`config.mk`:
```
export PLATFORM = sky130hd
export DESIGN_NAME = regfile_mp_sb
export DESIGN_NICKNAME = d
export VERILOG_FILES = /design/src/rtl/regfile_mp_sb_pkg.sv /design/src/rtl/regfile_mp_sb_scoreboard.sv /design/src/rtl/regfile_mp_sb.sv
export SDC_FILE = /design/constraint.sdc
export NUM_CORES = 2
export LEC_CHECK = 0
export ABC_AREA = 0
export CAP_MARGIN = 5
export CORE_MARGIN = 10
export CORE_UTILIZATION = 50
export CTS_BUF_LIST = sky130_fd_sc_hd__clkbuf_16
export DETAILED_ROUTE_END_ITERATION = 6
export PLACE_DENSITY = 0.66
export SLEW_MARGIN = 20
export SYNTH_ARGS = -nofsm -noshare
export SYNTH_HDL_FRONTEND = slang
export SYNTH_SLANG_ARGS = --single-unit
```
`constraint.sdc`:
```
create_clock -name clk -period 13.2 [get_ports clk]
set_input_delay 2.64 -clock clk [delete_from_list [all_inputs] [get_ports clk]]
set_output_delay 2.64 -clock clk [all_outputs]
set_load 0.005 [all_outputs]
```
`src/rtl/regfile_mp_sb_pkg.sv`:
```
// regfile_mp_sb_pkg: shared constants for the register file and its scoreboard
//   ZeroWord    value returned for x0, disabled reads and during reset
//   RegAddrx0   address of the hard-wired zero register
//   WriteEnable active level of we_i bits
//   ReadEnable  active level of re_i bits
package regfile_mp_sb_pkg;
    localparam logic [31:0] ZeroWord    = 32'h0000_0000;
    localparam logic [4:0]  RegAddrx0   = 5'd0;
    localparam logic        WriteEnable = 1'b1;
    localparam logic        ReadEnable  = 1'b1;
endpackage

```
`src/rtl/regfile_mp_sb_scoreboard.sv`:
```
// regfile_mp_sb_scoreboard: write-pending busy vector with popcount
//   clk, rst      clock, synchronous active-high reset
//   issue_i       set busy for issue_addr_i (ignored for x0)
//   issue_addr_i  destination being issued
//   flush_i       clear every busy bit, overrides issue and writeback
//   clr_i         per-register writeback clear, entries 1..DEPTH-1
//   busy_o        registered busy vector, bit 0 always 0
//   busy_cnt_o    number of busy registers, forced to 0 while rst is high
module regfile_mp_sb_scoreboard #(
    parameter int ADDR_W = 5
) (
    input  logic                 clk,
    input  logic                 rst,
    input  logic                 issue_i,
    input  logic [ADDR_W-1:0]    issue_addr_i,
    input  logic                 flush_i,
    input  logic [2**ADDR_W-1:1] clr_i,
    output logic [2**ADDR_W-1:0] busy_o,
    output logic [ADDR_W:0]      busy_cnt_o
);
    import regfile_mp_sb_pkg::*;

    localparam int DEPTH = 2**ADDR_W;

    logic [DEPTH-1:0] busy_q, busy_d;
    logic [ADDR_W:0]  cnt;

    // issue beats a same-cycle writeback so a new producer is never lost
    always_comb begin
        busy_d = '0;
        for (int i = 1; i < DEPTH; i++)
            busy_d[i] = flush_i ? 1'b0 :
                        (issue_i && issue_addr_i == ADDR_W'(i)) ? 1'b1 :
                        clr_i[i] ? 1'b0 : busy_q[i];
    end

    always_ff @(posedge clk)
        if (rst)
            busy_q <= '0;
        else
            busy_q <= busy_d;

    always_comb begin
        cnt = '0;
        for (int i = 1; i < DEPTH; i++)
            cnt = cnt + (ADDR_W+1)'(busy_q[i]);
    end

    assign busy_o     = busy_q;
    assign busy_cnt_o = rst ? '0 : cnt;
endmodule

```
`src/rtl/regfile_mp_sb.sv`:
```
// regfile_mp_sb: multi-port register file with write bypass and busy scoreboard
//   clk, rst      clock, synchronous active-high reset
//   we_i/waddr_i/wdata_i  NUM_WR write ports, port w at [w*W +: W]
//   re_i/raddr_i  NUM_RD read ports
//   rdata_o       combinational read data, bypassed from same-cycle writes
//   rbusy_o       source has an outstanding producer
//   issue_i/issue_addr_i  mark destination pending
//   flush_i       clear all busy bits
//   busy_cnt_o    number of busy registers
module regfile_mp_sb #(
    parameter int               DATA_W  = 32,
    parameter int               ADDR_W  = 5,
    parameter int               NUM_RD  = 2,
    parameter int               NUM_WR  = 1,
    parameter int               SP_IDX  = 2,
    parameter logic [DATA_W-1:0] SP_INIT = 32'h0000fff0
) (
    input  logic                     clk,
    input  logic                     rst,
    input  logic [NUM_WR-1:0]        we_i,
    input  logic [NUM_WR*ADDR_W-1:0] waddr_i,
    input  logic [NUM_WR*DATA_W-1:0] wdata_i,
    input  logic [NUM_RD-1:0]        re_i,
    input  logic [NUM_RD*ADDR_W-1:0] raddr_i,
    output logic [NUM_RD*DATA_W-1:0] rdata_o,
    output logic [NUM_RD-1:0]        rbusy_o,
    input  logic                     issue_i,
    input  logic [ADDR_W-1:0]        issue_addr_i,
    input  logic                     flush_i,
    output logic [ADDR_W:0]          busy_cnt_o
);
    import regfile_mp_sb_pkg::*;

    localparam int DEPTH = 2**ADDR_W;

    logic [DATA_W-1:0] regs [DEPTH];
    logic [DEPTH-1:0]  busy;
    logic [DEPTH-1:1]  clr;

    // port order gives the higher write port the last word on a shared address
    always_ff @(posedge clk)
        if (rst) begin
            for (int i = 0; i < DEPTH; i++)
                regs[i] <= (i == SP_IDX) ? SP_INIT : DATA_W'(ZeroWord);
        end else begin
            for (int w = 0; w < NUM_WR; w++)
                if (we_i[w] == WriteEnable && waddr_i[w*ADDR_W +: ADDR_W] != ADDR_W'(RegAddrx0))
                    regs[waddr_i[w*ADDR_W +: ADDR_W]] <= wdata_i[w*DATA_W +: DATA_W];
        end

    always_comb begin
        clr = '0;
        for (int i = 1; i < DEPTH; i++)
            for (int w = 0; w < NUM_WR; w++)
                clr[i] = clr[i] | (we_i[w] == WriteEnable && waddr_i[w*ADDR_W +: ADDR_W] == ADDR_W'(i));
    end

    regfile_mp_sb_scoreboard #(.ADDR_W(ADDR_W)) u_sb (
        .clk          (clk),
        .rst          (rst),
        .issue_i      (issue_i),
        .issue_addr_i (issue_addr_i),
        .flush_i      (flush_i),
        .clr_i        (clr),
        .busy_o       (busy),
        .busy_cnt_o   (busy_cnt_o)
    );

    genvar r;
    for (r = 0; r < NUM_RD; r++) begin : g_rd
        logic [ADDR_W-1:0] a;
        logic              hit;
        logic [DATA_W-1:0] byp;
        logic              off;
        assign a   = raddr_i[r*ADDR_W +: ADDR_W];
        assign off = rst || re_i[r] != ReadEnable || a == ADDR_W'(RegAddrx0);
        always_comb begin
            hit = 1'b0;
            byp = DATA_W'(ZeroWord);
            for (int w = 0; w < NUM_WR; w++)
                if (we_i[w] == WriteEnable && waddr_i[w*ADDR_W +: ADDR_W] == a) begin
                    hit = 1'b1;
                    byp = wdata_i[w*DATA_W +: DATA_W];
                end
        end
        // a writeback landing this cycle resolves the hazard, so no stall
        assign rdata_o[r*DATA_W +: DATA_W] = off ? DATA_W'(ZeroWord) : hit ? byp : regs[a];
        assign rbusy_o[r] = !off && busy[a] && !hit;
    end
endmodule

```
# == After elaboration in Yosys (flattened, before gate mapping) ==
# Memory sizes are Yosys's and may differ from the RTL's.
# Index checks and enable logic that the tools add are counted.
# word_totals
ff_bits,32
ram_bits,1024
in_bits,59
out_inout_bits,72
word_cells,327
mem_count,1
# mem_list
name,depth,width,rd,rd_clocked_by_memory_dff,wr,line,rtl
regs,32,32,2,0,32,regfile_mp_sb.sv:36,logic [DATA_W-1:0] regs [DEPTH];
# op_classes
n_addsub,30
magnitude_cmp,2
eq_ne,64
mux,83
n_bitwise,2
reduce_logical,113
# op_table
cell,count
2-to-1 mux 32 bit,7
adder 6 x 1 -> 6 bit,29
equality test 5 bit (second input constant),32
equality test 5 x 4 -> 1 bit (second input constant),16
2-to-1 mux 1 bit,72
logical AND 1 bit,69
nonzero test 2 bit,31
equality test 5 x 3 -> 1 bit (second input constant),8
OR reduction 32 bit,1
equality test 5 x 2 -> 1 bit (second input constant),4
< comparator 5 x 6 -> 1 bit (second input constant),2
binary-select mux 1 bit (select 5 bit),2
equality test 5 x 1 -> 1 bit (second input constant),2
equality test 5 bit,2
zero test 5 bit,2
2-to-1 mux 6 bit,1
2-to-1 mux 5 bit,1
nonzero test 5 bit,1
zero test 1 bit,4
logical OR 1 bit,4
adder 1 x 1 -> 2 bit,1
inverter 1 bit,2
OR reduction 2 bit,1

# == Logic depth before layout (Yosys ltp) ==
# logic_depth
depth_word,31
ltp_mapped,17
depth_no_buf,17

# == Hierarchy ==
# From an unflattened synthesis, not the netlist that was laid out.
# hier_totals
cells_unflattened,4028
hier_area_um2,57774.2
# by_module_without_submodules
module,n_inst,cells_per_inst,area_each_um2,seq_area_each_um2
regfile_mp_sb,1,3803,55640.9,30749.5
regfile_mp_sb_scoreboard,1,225,2133.3,620.6

# == Worst setup path after synthesis ==
# Ideal clock, no wire load.
# synth_timing
kind,reg2out
from,reg u_sb.busy_q[1] (netlist: u_sb.busy_o[1])
to,out busy_cnt_o[4]
arrival_time_ns,4.593
required_ns,10.560
slack_ns,5.967
path_stages_with_launch,16
n_path_buf,0
path_cell_list,dfxtp_1 -> ha_1 -> inv_1 -> fa_1 -> fa_1 -> fa_1 -> fa_1 -> fa_1 -> fa_1 -> inv_1 -> ha_1 -> fa_1 -> a21o_1 -> a21oi_1 -> xor2_1 -> nor2_1
# synth_between
elab_chain_cells,31
# synth_rtl
item,line,rtl
"start, declared",regfile_mp_sb_scoreboard.sv:25,"logic [DEPTH-1:0] busy_q, busy_d;"
"start signal, assigned",regfile_mp_sb_scoreboard.sv:41,busy_q <= busy_d;
adder 1 x 1 -> 2 bit,regfile_mp_sb_scoreboard.sv:46,cnt = cnt + (ADDR_W+1)'(busy_q[i]);
adder 6 x 1 -> 6 bit (29 in series),regfile_mp_sb_scoreboard.sv:46,
2-to-1 mux 6 bit,regfile_mp_sb_scoreboard.sv:50,assign busy_cnt_o = rst ? '0 : cnt;
"end, declared",regfile_mp_sb.sv:30,output logic [ADDR_W:0] busy_cnt_o
# No other way between the ends.

# == Final worst setup path ==
# layout_timing
from,in raddr_i[7]
to,out rdata_o[35]
# layout_between
elab_chain_cells,5
word_cells_on_any_way,9
classes_between,eq/ne (1); mux (4); reduce/logical (3); memory (1)
# layout_rtl
item,line,rtl
"start, declared",regfile_mp_sb.sv:24,"input logic [NUM_RD*ADDR_W-1:0] raddr_i,"
branches (longest 4 deep; another with memory (32 x 32 bit)),n/a,
2-to-1 mux 32 bit *,regfile_mp_sb.sv:87,assign rdata_o[r*DATA_W +: DATA_W] = off ? DATA_W'(ZeroWord) : hit ? byp : regs[a];
"end, declared",regfile_mp_sb.sv:25,"output logic [NUM_RD*DATA_W-1:0] rdata_o,"
# Every way passes the cells marked *.

==> impl_metrics.csv <==
group,metric,value,unit
timing,fin_crit,9.24,ns
setup_path,arrival,6.60,ns
logic_synthesis,synth_xor_area_share,0.181,%
cts,hold_buffers,0,
die,initial_utilization,50.5,%
setup_path,start_kind,"primary input",
setup_path,timing.critical_path.buf_inv,3,
run,maxCapViolCount,0,
timing,min_period_over_period,70.0,%
grt,antenna_found_initial,13,
cts,cts_tree,"yes",
cells_and_area,syn_to_final_growth,10.7,%
cts,htreeDepth,3,
logic_synthesis,synth_cells,4083,
logic_synthesis,synthFlopType,"edfxtp_1",
placed_design,gp_congestion,0.921,
detailed_routing,vias,38200,
setup_path,crit_path_end_kind,"output pin",
cts,clock_path_buffers,3,
cells_and_area,nets,4159,
setup_path,crit_path_max_incr_delay,0.90,ns
timing,rsz0062_at_grt,"no",
logic_synthesis,syn_area_per_cell,14.2,µm²
timing,timing.fmax,108,MHz
die,die-width,360,µm
placed_design,place_ws,4.13,ns
setup_path,path_class,"primary input to output pin",
logic_synthesis,syn_area,57900,µm²
cells_and_area,drive_gt1_share,20.1,%
timing,setup_viol,0,
logic_synthesis,synth_edf_count,1024,
detailed_routing,first_pass_iters,5,
grt,gr-usage-all-layers,29.6,%
detailed_routing,highest_layer,"met5",
timing,setup_tns,0,ns
cells_and_area,final_cell_count_no_fill,5682,
grt,grt_max_degree,130,
logic_synthesis,synth.distinct_cells,63,
cts,cts_resized,0,
timing,fin_ws,3.96,ns
cts,clk_pin_slew_worst_paths,0.06,ns
logic_synthesis,synth-simple-area-share,14.4,%
logic_synthesis,synthAdderAreaFrac,0.989,%
placed_design,dpl-instance-area,60500,µm²
logic_synthesis,ys_ff_latch,1055,
timing,maxSlewHeadroom,22.6,%
logic_synthesis,synth-compound-area-share,4.96,%
cells_and_area,final_cell_area,64100,µm²
cells_and_area,final_cell_mix,"edfxtp_1 (1024), and2_1 (1005), mux4_2 (442), mux2i_1 (234), buf_4 (129)",
status,status,"completed",
cells_and_area,final_core_util,55.9,%
detailed_routing,drt-initial-drc-count,5816,
logic_synthesis,ys_warn_count,0,
die,dieArea,130000,µm²
min_path,hp-class,"register to register",
power,power_leakage,22.3,nW
die,placementRows,124,
grt,grt_pass1_wl,280000,µm
cells_and_area,nFillCells,9090,
die,ios,131,
detailed_routing,drc,0,
logic_synthesis,muxShareOfSynthArea,21.6,%
detailed_routing,met2_length,90100,µm
detailed_routing,routed_wl,196000,µm
cts,post_cts_buffers,0,
detailed_routing,vias_per_cell,6.72,
setup_path,critPathMaxFanout,49,
placed_design,dp_hpwl,117000,µm
logic_synthesis,async_flop_share,0,%
timing,finalClockSkew,0,ns
detailed_routing,drt-met1-wl,72800,µm
cells_and_area,final_common_cell,"edfxtp_1",
detailed_routing,routed-wl-met3,22800,µm
setup_path,cp_top_family,"simple AND/OR/NAND/NOR gates",
detailed_routing,antenna_left,0,
die,die_h,360,µm
placed_design,io_buffers,130,
grt,grt_overflow,0,
setup_path,critical_path_required,10.56,ns
logic_synthesis,synth_top_family_by_area,"multiplexers",
timing,worst_pin_slew,1.16,ns
cts,root_buffer,"clkbuf_16",
placed_design,placedCellCount,5464,
timing,hold_viol,0,
setup_path,slowest_stage,"nor4_1",
cts,clock_latency,0.70,ns
setup_path,path_cells,"buf_6, buf_4, or3_2, o22a_1, nand4_1, nor4_1, o21a_1, clkdlybuf4s50_1",
cts,clock-sinks,1055,
detailed_routing,routedWlPerCell,34.6,µm
logic_synthesis,ys_seq_area_share,54.2,%
power,max-vdd-ir-drop,0.112,mV
grt,grt_pass1_vias,38100,
power,power-per-cell-area,125,nW/µm²
cts,cts_buffers,114,
timing,final_max_slew_viol_count,0,
die,core,115000,µm²
state kept, by name (all words and copies together), names as in the netlist:
signal	cells
u_sb.busy_o	31
regs	1024
area by class of cell:
type / instances / area [µm²] / area share, %
Timing Repair Buffer: 262 / 2350 / 3.67
Sequential cell: 1055 / 31400 / 48.9
Multi-Input combinational cell: 2590 / 24800 / 38.6
Tap cell: 1512 / 1890 / 2.95
Clock buffer: 118 / 2950 / 4.61
Inverter: 45 / 169 / 0.264
Antenna cell: 6 / 15.0 / 0.0234
Clock inverter: 94 / 601 / 0.937
stage by stage:
step / hold WS [ns] / power (mW)
global placement: 0.489 / 4.95
detailed placement: 0.504 / 4.96
global route: 0.531 / 8.20
CTS: 0.513 / 8.01
floorplan: 0.473 / 4.57
finish: 0.513 / 8.01
where the power goes:
part	internal [mW]	switching (mW)
combinational	0.395	0.575
sequential	3.85	0.0895
clock	1.72	1.38
total	5.97	2.04
routing by layer:
layer / GRT usage [%] / vias to the layer above
met1: 39.1 / 19500
met4: 14.4 / 6
li1: - / 15500
met2: 45.8 / 2738
met3: 7.16 / 526
met5: 0 / -
final timing paths:
path	startpoint	end	slack (ns)	depth (start not counted)
worst max-delay path	raddr_i[7]	rdata_o[35]	3.96	8
worst min-delay path	u_sb.busy_o[5]$_SDFFE_PP0P_	u_sb.busy_o[5]$_SDFFE_PP0P_	0.51	2
worst max register to register	u_sb.busy_o[10]$_SDFFE_PP0P_	u_sb.busy_o[10]$_SDFFE_PP0P_	12.42	2
worst min register to register	u_sb.busy_o[5]$_SDFFE_PP0P_	u_sb.busy_o[5]$_SDFFE_PP0P_	0.51	2
cells in the mapped netlist (all sizes together) (2+ instances only):
cell | count | share of area [%]
edfxtp | 1024 | 53
and2 | 1005 | 11
mux4 | 442 | 17
clkbuf | 265 | 1.7
mux2i | 234 | 4.0
buf | 159 | 1.7
nand2 | 112 | 0.73
o21ai | 65 | 0.56
a22oi | 61 | 0.79
nor2 | 60 | 0.39
o22ai | 50 | 0.54
inv | 44 | 0.29
nand2b | 43 | 0.46
a31oi | 36 | 0.39
a21oi | 33 | 0.29
nand3 | 32 | 0.28
nor3 | 32 | 0.29
a211oi | 31 | 0.41
a22o | 31 | 0.47
dfxtp | 31 | 1.1
or2 | 30 | 0.32
a2bb2oi | 29 | 0.44
fa | 23 | 0.79
nand4 | 23 | 0.25
nor4 | 22 | 0.25
o21a | 21 | 0.27
o22a | 21 | 0.32
mux2 | 19 | 0.37
nor2b | 17 | 0.18
or3 | 14 | 0.15
a221oi | 12 | 0.18
a32oi | 10 | 0.15
ha | 9 | 0.19
xnor2 | 7 | 0.11
nor3b | 5 | 0.065
xor2 | 5 | 0.076
a21o | 3 | 0.039
nand3b | 3 | 0.039
and3b | 2 | 0.030
and4bb | 2 | 0.043
nor4b | 2 | 0.041
o211ai | 2 | 0.026
worst min-delay path, cell delays in order (launching register included):
cell and delay, ns:
dfxtp_1 0.33, o21ai_0 0.08, a21oi_1 0.06
kinds of logic after synthesis:
| kind of cell | count (synthesis) |
|---|---|
| and+or+nand+nor | 1408 |
| DFF | 1055 |
| muxes | 695 |
| buffers and inverters | 469 |
| AOI/OAI and AO/OA | 411 |
| adders and majority gates | 32 |
| xor gates and xnor gates | 12 |
| other | 1 |
(Power assumes the default switching activity.)
